--- src/rtl/pes_bc_bounce_ctrl_if.sv ---
// pes_bc_bounce_ctrl_if: control/status bundle between pes_bc and its controller.
// master drives bounce_en, dir_req, sweep_clr, Count; slave drives the rest.
interface pes_bc_bounce_ctrl_if #(
  parameter int WIDTH = 4
);
  logic             bounce_en;
  logic             dir_req;
  logic             sweep_clr;
  logic [WIDTH-1:0] Count;
  logic             UpOrDown;
  logic             turn;
  logic             in_window;
  logic [7:0]       sweeps;

  modport master (
    output bounce_en, dir_req, sweep_clr, Count,
    input  UpOrDown, turn, in_window, sweeps
  );

  modport slave (
    input  bounce_en, dir_req, sweep_clr, Count,
    output UpOrDown, turn, in_window, sweeps
  );
endinterface

--- src/rtl/pes_bc_bounce_ctrl.sv ---
// pes_bc_bounce_ctrl: bounce/free direction control for the pes_bc counter.
// Ports: Clk, reset (sync, active-high); bus.slave carries Count in, UpOrDown/turn/in_window/sweeps out.
module pes_bc_bounce_ctrl #(
  parameter int WIDTH = 4,
  parameter int LO    = 0,
  parameter int HI    = 15
) (
  input logic                 Clk,
  input logic                 reset,
  pes_bc_bounce_ctrl_if.slave bus
);
  if (!((LO >= 0) && (LO + 2 <= HI) && (HI <= (2 ** WIDTH) - 1)))
  begin : g_bad_limits
    $error("pes_bc_bounce_ctrl: need LO+2 <= HI <= 2**WIDTH-1");
  end

  // Two spare bits keep the limit compares signed and non-constant
  // even when LO is 0 or HI is the counter maximum.
  localparam int SW = WIDTH + 2;
  localparam logic signed [SW-1:0] LO_S  = SW'(LO);
  localparam logic signed [SW-1:0] HI_S  = SW'(HI);
  localparam logic signed [SW-1:0] LO1_S = SW'(LO + 1);
  localparam logic signed [SW-1:0] HI1_S = SW'(HI - 1);

  typedef enum logic {
    DIR_DN = 1'b0,
    DIR_UP = 1'b1
  } dir_t;

  logic signed [SW-1:0] cnt;
  dir_t                 dir_q, dir_d;
  logic                 turn_q, turn_d;
  logic                 win_q, win_d;
  logic [7:0]           sw_q, sw_d;

  assign cnt = signed'({2'b00, bus.Count});

  always_comb begin
    dir_d  = dir_q;
    turn_d = 1'b0;
    win_d  = (cnt >= LO_S) && (cnt <= HI_S);
    sw_d   = sw_q;
    if (bus.bounce_en) begin
      // Turning one step early lands Count exactly on the limit
      // in the same cycle the new direction shows.
      unique case (1'b1)
        cnt >= HI_S:
          dir_d = DIR_DN;
        cnt <= LO_S:
          dir_d = DIR_UP;
        (dir_q == DIR_UP) && (cnt == HI1_S):
          dir_d = DIR_DN;
        (dir_q == DIR_DN) && (cnt == LO1_S):
          dir_d = DIR_UP;
        default:
          dir_d = dir_q;
      endcase
      turn_d = (dir_d != dir_q);
    end else begin
      dir_d = dir_t'(bus.dir_req);
    end
    if (bus.sweep_clr) begin
      sw_d = '0;
    end else if (turn_d && (sw_q != 8'hFF)) begin
      sw_d = sw_q + 8'd1;
    end
  end

  always_ff @(posedge Clk) begin
    if (reset) begin
      dir_q  <= DIR_UP;
      turn_q <= 1'b0;
      win_q  <= 1'b0;
      sw_q   <= '0;
    end else begin
      dir_q  <= dir_d;
      turn_q <= turn_d;
      win_q  <= win_d;
      sw_q   <= sw_d;
    end
  end

  assign bus.UpOrDown  = dir_q;
  assign bus.turn      = turn_q;
  assign bus.in_window = win_q;
  assign bus.sweeps    = sw_q;
endmodule
--- src/flat_wrapper.sv ---
// flat-port wrapper written by rule: the top's interface ports become plain ports
module pes_bc_bounce_ctrl_flat 
#(
  parameter int WIDTH = 4,
  parameter int LO    = 0,
  parameter int HI    = 15
)
  (Clk, reset, bus_bounce_en, bus_dir_req, bus_sweep_clr, bus_Count, bus_UpOrDown, bus_turn, bus_in_window, bus_sweeps);
  pes_bc_bounce_ctrl_if #(.WIDTH(WIDTH)) bus_i ();
  input logic Clk;
  input logic reset;
  input wire logic [$bits(bus_i.bounce_en)-1:0] bus_bounce_en;
  input wire logic [$bits(bus_i.dir_req)-1:0] bus_dir_req;
  input wire logic [$bits(bus_i.sweep_clr)-1:0] bus_sweep_clr;
  input wire logic [$bits(bus_i.Count)-1:0] bus_Count;
  output wire logic [$bits(bus_i.UpOrDown)-1:0] bus_UpOrDown;
  output wire logic [$bits(bus_i.turn)-1:0] bus_turn;
  output wire logic [$bits(bus_i.in_window)-1:0] bus_in_window;
  output wire logic [$bits(bus_i.sweeps)-1:0] bus_sweeps;
  assign bus_i.bounce_en = bus_bounce_en;
  assign bus_i.dir_req = bus_dir_req;
  assign bus_i.sweep_clr = bus_sweep_clr;
  assign bus_i.Count = bus_Count;
  assign bus_UpOrDown = bus_i.UpOrDown;
  assign bus_turn = bus_i.turn;
  assign bus_in_window = bus_i.in_window;
  assign bus_sweeps = bus_i.sweeps;
  pes_bc_bounce_ctrl #(.WIDTH(WIDTH), .LO(LO), .HI(HI)) u_core (.Clk(Clk), .reset(reset), .bus(bus_i));
endmodule
--- config.mk ---
export PLATFORM = sky130hd
export DESIGN_NAME = pes_bc_bounce_ctrl_flat
export DESIGN_NICKNAME = d
export VERILOG_FILES = /design/src/rtl/pes_bc_bounce_ctrl_if.sv /design/src/rtl/pes_bc_bounce_ctrl.sv /design/src/flat_wrapper.sv
export SDC_FILE = /design/constraint.sdc
export NUM_CORES = 1
export LEC_CHECK = 0
export CORE_AREA = 2 2 39 41
export DETAILED_ROUTE_END_ITERATION = 8
export DIE_AREA = 0 0 41 43
export MAX_ROUTING_LAYER = met4
export PLACE_DENSITY = 0.73
export SYNTH_ARGS = -nofsm -noshare
export SYNTH_HDL_FRONTEND = slang
export SYNTH_SLANG_ARGS = --single-unit
--- constraint.sdc ---
create_clock -name Clk -period 1.6 [get_ports Clk]
set_clock_uncertainty 0.05 [all_clocks]
set_input_delay 0.32 -clock Clk [delete_from_list [all_inputs] [get_ports Clk]]
set_output_delay 0.32 -clock Clk [all_outputs]
set_load 0.03 [all_outputs]
After elaboration in Yosys (flattened, before gate mapping) --
Index checks and enable logic that the tools add are counted. Widths: inputs -> output; s select.
Storage, ports and cells: bits in registers 11, logic and storage cells 25, output and inout port bits 11, bits of input ports 9
Cells by class: reductions and logical operators 7, equality and inequality tests 4, bitwise gates (word level) 1, order comparisons 4, add/subtract/negate cells 1, muxes and demuxes 4
Operator list (number):
- $add 8x1->8 const B | 1
- $eq 4x2->1 const B | 2
- $ne 8x8->1 const B | 1
- $reduce_or 2->1 | 3
- $ge 4x1->1 const B | 1
- $ge 4x4->1 const B | 1
- $le 4x1->1 const B | 1
- $le 4x4->1 const B | 1
- $logic_and 1x1->1 | 4
- $mux 1 | 3
- $pmux 1 s2 | 1
- $ne 1x1->1 | 1
- $not 1->1 | 1

Depth between registers and ports, before layout --
word-level depth 8, depth in mapped cells 5, mapped depth without buffers 5

Worst setup path after synthesis --
Ideal clock, no wire load.
kind reg-to-reg, start register u_core.dir_q, in the netlist u_core.bus.UpOrDown, end register u_core.sw_q[7], in the netlist u_core.bus.sweeps[7], data required time 1.415 ns, clock period less this slack 1.647 ns, setup time 0.135 ns, buffers on the path 1, path slack -0.047 ns, arrival 1.462 ns, cell stages (with the launch flop) 6, cell sequence dfxtp_1 > and4_1 > o21ai_2 > buf_2 > o311ai_0 > o41ai_1
On the way: word-level cells in the longest chain between the ends 8, elaborated cells between the ends (all ways) 10, those cells by class 1 x eq/ne; 3 x mux; 1 x bitwise; 5 x reduce/logical
Ends and longest elaborated chain:
- from (decl) | line pes_bc_bounce_ctrl.sv:31 | dir_t dir_q, dir_d;
- from (signal assigned) | line pes_bc_bounce_ctrl.sv:76 | dir_q <= dir_d;
- $not 1->1 | line pes_bc_bounce_ctrl.sv:53 | (dir_q == DIR_DN) && (cnt == LO1_S):
- $logic_and 1x1->1 | line pes_bc_bounce_ctrl.sv:53
- $reduce_or 2->1 (no line)
- $pmux 1 s2 | line pes_bc_bounce_ctrl.sv:46 | unique case (1'b1)
- $mux 1 | line pes_bc_bounce_ctrl.sv:43 | if (bus.bounce_en) begin
- $ne 1x1->1 (*) | line pes_bc_bounce_ctrl.sv:58 | turn_d = (dir_d != dir_q);
- $mux 1 (*) | line pes_bc_bounce_ctrl.sv:43
- $logic_and 1x1->1 (*) | line pes_bc_bounce_ctrl.sv:64 | end else if (turn_d && (sw_q != 8'hFF)) begin
- to (signal assigned) | line pes_bc_bounce_ctrl.sv:79 | sw_q <= sw_d;
- to (decl) | line pes_bc_bounce_ctrl.sv:34 | logic [7:0] sw_q, sw_d;
Every way passes the cells marked *; elsewhere a longest branch is shown, timed or not. The select of a mux whose other input is x is not followed. A chain may end at the register's enable or synchronous reset.

Final worst setup path --
start register u_core.sw_q[0], in the netlist u_core.bus.sweeps[0], end register u_core.sw_q[3], in the netlist u_core.bus.sweeps[3]
On the way: word-level cells in the longest chain between the ends 2, elaborated cells between the ends (all ways) 3, those cells by class 1 x add/sub; 1 x eq/ne; 1 x reduce/logical
Ends and longest elaborated chain:
- parallel branches: the longest is 2 deep, another holds $add 8x1->8
Parallel ways; which one is timed is not known.

==> flow_summary.yaml <==
yosys:
  synth-seq-cells: 11
  synthDistinctLibCells: 23
  synth.cell_area_um2: 529
  post_synth_edffs: 0
  synth_area_leader_cell: "sky130_fd_sc_hd__dfxtp_1"
  synth_flop_cell: "sky130_fd_sc_hd__dfxtp_1"
  yosysMostFrequentCell: "sky130_fd_sc_hd__dfxtp_1"
  main_combinational_cell_family_by_area_after_synthesis: "simple AND/OR/NAND/NOR gates"
  post_synth_xor_area_fraction: 0
  yosys_warnings: 0
  ys_async_sr_fraction: 0
  synth_compound_gate_area_share: 0.258
  post_synth_fa_ha_maj_area_fraction: 0.0236
  synth_largest_type_area_fraction: 0.416
  synth_common_cells: "11 x sky130_fd_sc_hd__dfxtp_1, 6 x sky130_fd_sc_hd__a21oi_1, 5 x sky130_fd_sc_hd__nand2_1, 5 x sky130_fd_sc_hd__o21ai_0"
  synth-simple-area-share: 0.272
  synth.area.top_cells: "sky130_fd_sc_hd__dfxtp_1 42%, sky130_fd_sc_hd__a21oi_1 5.7%, sky130_fd_sc_hd__o21ai_0 4.7%, sky130_fd_sc_hd__o31ai_1 4.3%, sky130_fd_sc_hd__or4_1 4.3%"
  synth.area.mux_share: 0
  avgSynthCellArea_um2: 8.54
  syn_nets: 72
  synth.yosys.seq_area_share: 0.416
  syn_inst: 62
finish:
  area.growth.synth_to_final_pct: 66.4
  insertedDiodeCount: 0
  proportion_of_layout_cells_with_a_drive_suffix_above_1: 0.298
  finalInstanceArea_um2: 881
  fin_util: 0.637
  finalNetCount: 105
clocking:
  cts.sink_count: 11
  clk_latency_ns: 0.26
  clk_root_buffer_cell: "sky130_fd_sc_hd__clkbuf_4"
  tritoncts: "yes"
  cts_made_buffers: 3
  path_clk_slew_ns: 0.07
  cts-root-to-sink-buffers: 2
  cts_max_level: 1
grt:
  number_of_global_route_vias_before_repair: 539
  grtUsageTotal: 0.187
  grt-ovfl-total: 0
  pin_count_of_the_biggest_net_entering_global_routing: 9
  antenna_violations_before_repair: 0
  wire_length_of_the_first_global_routing_pass_mm: 2.26
route:
  drt_drc_violations_left: 0
  ant_nets: 0
  detailedRoute.firstIterationViolations: 12
  vias_per_cell: 5.57
  post_detailed_routing_wire_length_mm: 1.41
  firstDrtPassIters: 4
  avgRoutedWirePerCell_um: 12.8
  detailroute.via_count: 613
placed_design:
  gp_congestion: 0.744
  numPortBuffers: 18
  placedInstanceArea_um2: 797
  pre_cts_ws_ns: -0.414
  hpwl_um: 998
critical_path:
  critPathArrivalTime_ns: 1.69
  kind_of_end_point_of_the_critical_path: "register"
  worst_setup_path_start_kind: "register"
  critical_path_required_ns: 1.75
  crit_slowest_cell: "sky130_fd_sc_hd__or4_4"
  crit_fanout: 8
  peak_per_stage_delay_on_the_critical_path_ns: 0.49
  critical_path_class: "register to register"
  worstPathCellList: "ha_4 > nand3_1 > nor2_1 > buf_4 > or4_4 > a21oi_2"
sta:
  setup_slack_ns: 0.0566
  maxSlewHeadroom: 0.722
  report.final.hold_viol_count: 0
  report.final.slew_viol_count: 0
  achievable-frequency_mhz: 648
  worst-slew-pin-transition_ns: 0.412
  timing.final.setup_violations: 0
  final_period_minus_worst_setup_slack_ns: 1.54
  hold-worst-slack_ns: 0.466
  timing.final.crit_share: 0.965
  unrepaired_setup_endpoints_after_global_routing: "no"
floorplan:
  floorplan.core_area_mm2: 0.00138
  design.die.area_mm2: 0.00176
  initial_utilization: 0.382
  die_h_um: 43
  std_cell_rows: 14
  ios: 20
  fp.dieW_um: 41
power_and_ir_drop:
  static_power_due_to_leakage_nw: 0.341
  power.ir.vdd_worst_v: 0.000533
  power_mw: 0.544
  power.density_mw_per_mm2: 618
flow_run:
  cap_viol_max_count: 0
outcome:
  status: "completed"
hold_path:
  hp-class: "register to register"
state kept, by name, indices dropped and copies added, names as in the netlist:
register              flops
u_core.bus.UpOrDown       1
u_core.bus.in_window      1
u_core.bus.sweeps         8
u_core.bus.turn           1
kinds of logic after synthesis:
| logic type | after synthesis |
|---|---|
| compound gates | 21 |
| fa+ha+maj | 1 |
| buf+inv | 4 |
| flops | 11 |
| simple gates | 25 |
repair_timing:
item	in CTS	in global routing
hold buffers	0	0
setup endpoints to repair	19	7
gates resized for setup	19	10
buffers inserted	2	0
pin swaps	5	3
final timing paths:
path                                        endpoint  slack (ns)  depth (start not counted)                 start
worst max-delay path            u_core.bus.sweeps[3]        0.06                          6  u_core.bus.sweeps[0]
worst max register to register  u_core.bus.sweeps[3]        0.06                          6  u_core.bus.sweeps[0]
worst min-delay path            u_core.bus.sweeps[5]        0.47                          2  u_core.bus.sweeps[5]
worst min register to register  u_core.bus.sweeps[5]        0.47                          2  u_core.bus.sweeps[5]
layout by cell type, fill, tap and decap left out, types with 2 or more instances in the layout:
cell type and instances:
sky130_fd_sc_hd__nor2_1 4, sky130_fd_sc_hd__a21oi_2 2, sky130_fd_sc_hd__clkdlybuf4s50_1 4, sky130_fd_sc_hd__nand2_1 5, sky130_fd_sc_hd__clkbuf_4 3, sky130_fd_sc_hd__o31ai_2 2, sky130_fd_sc_hd__and4_1 2, sky130_fd_sc_hd__dfxtp_2 3
sky130_fd_sc_hd__dlygate4sd2_1 14, sky130_fd_sc_hd__o21ai_0 5, sky130_fd_sc_hd__inv_1 2, sky130_fd_sc_hd__nand4_1 2, sky130_fd_sc_hd__buf_4 12, sky130_fd_sc_hd__a21oi_1 4, sky130_fd_sc_hd__nand3_1 4, sky130_fd_sc_hd__or4_1 2
sky130_fd_sc_hd__dfxtp_1 8, sky130_fd_sc_hd__or3_1 3
routing by layer:
metal | vias to the layer above | GRT usage | wire length, um | share of wire
met5 | - | - | 0 | 0
met4 | 0 | 0.0600 | 6 | 0.0043
met3 | 2 | 0.0314 | 60 | 0.043
met2 | 18 | 0.263 | 696 | 0.49
met1 | 284 | 0.269 | 643 | 0.46
li1 | 309 | - | - | -
report_power, final:
| group | total [mW] | internal, mW | switching (mW) |
|---|---|---|---|
| registers | 0.282 | 0.278 | 0.00407 |
| logic | 0.0713 | 0.0356 | 0.0357 |
| clock network | 0.191 | 0.0962 | 0.0944 |
critical path: cells and delay by family (launching register included):
family | cells | cell delay, ns
buffers and inverters | 1 | 0.16
DFF | 1 | 0.35
and+or+nand+nor | 3 | 0.60
AOI/OAI and AO/OA | 1 | 0.16
adders and majority gates | 1 | 0.16
layout make-up:
type	count	area (um^2)
inverters	2	7.51
fillers	120	503
flip-flops and latches	11	224
multi-input cells	47	350
well taps	16	20.0
clock buffers	4	26.3
repair buffers	30	253
per-stage QoR:
stage               TNS, ns  cells
global route              0    110
finish                    0    110
global placement      -2.54    104
floorplan                 0     62
detailed placement    -2.95    104
CTS                       0    110
Note: power is estimated with default switching activity, not from simulation.
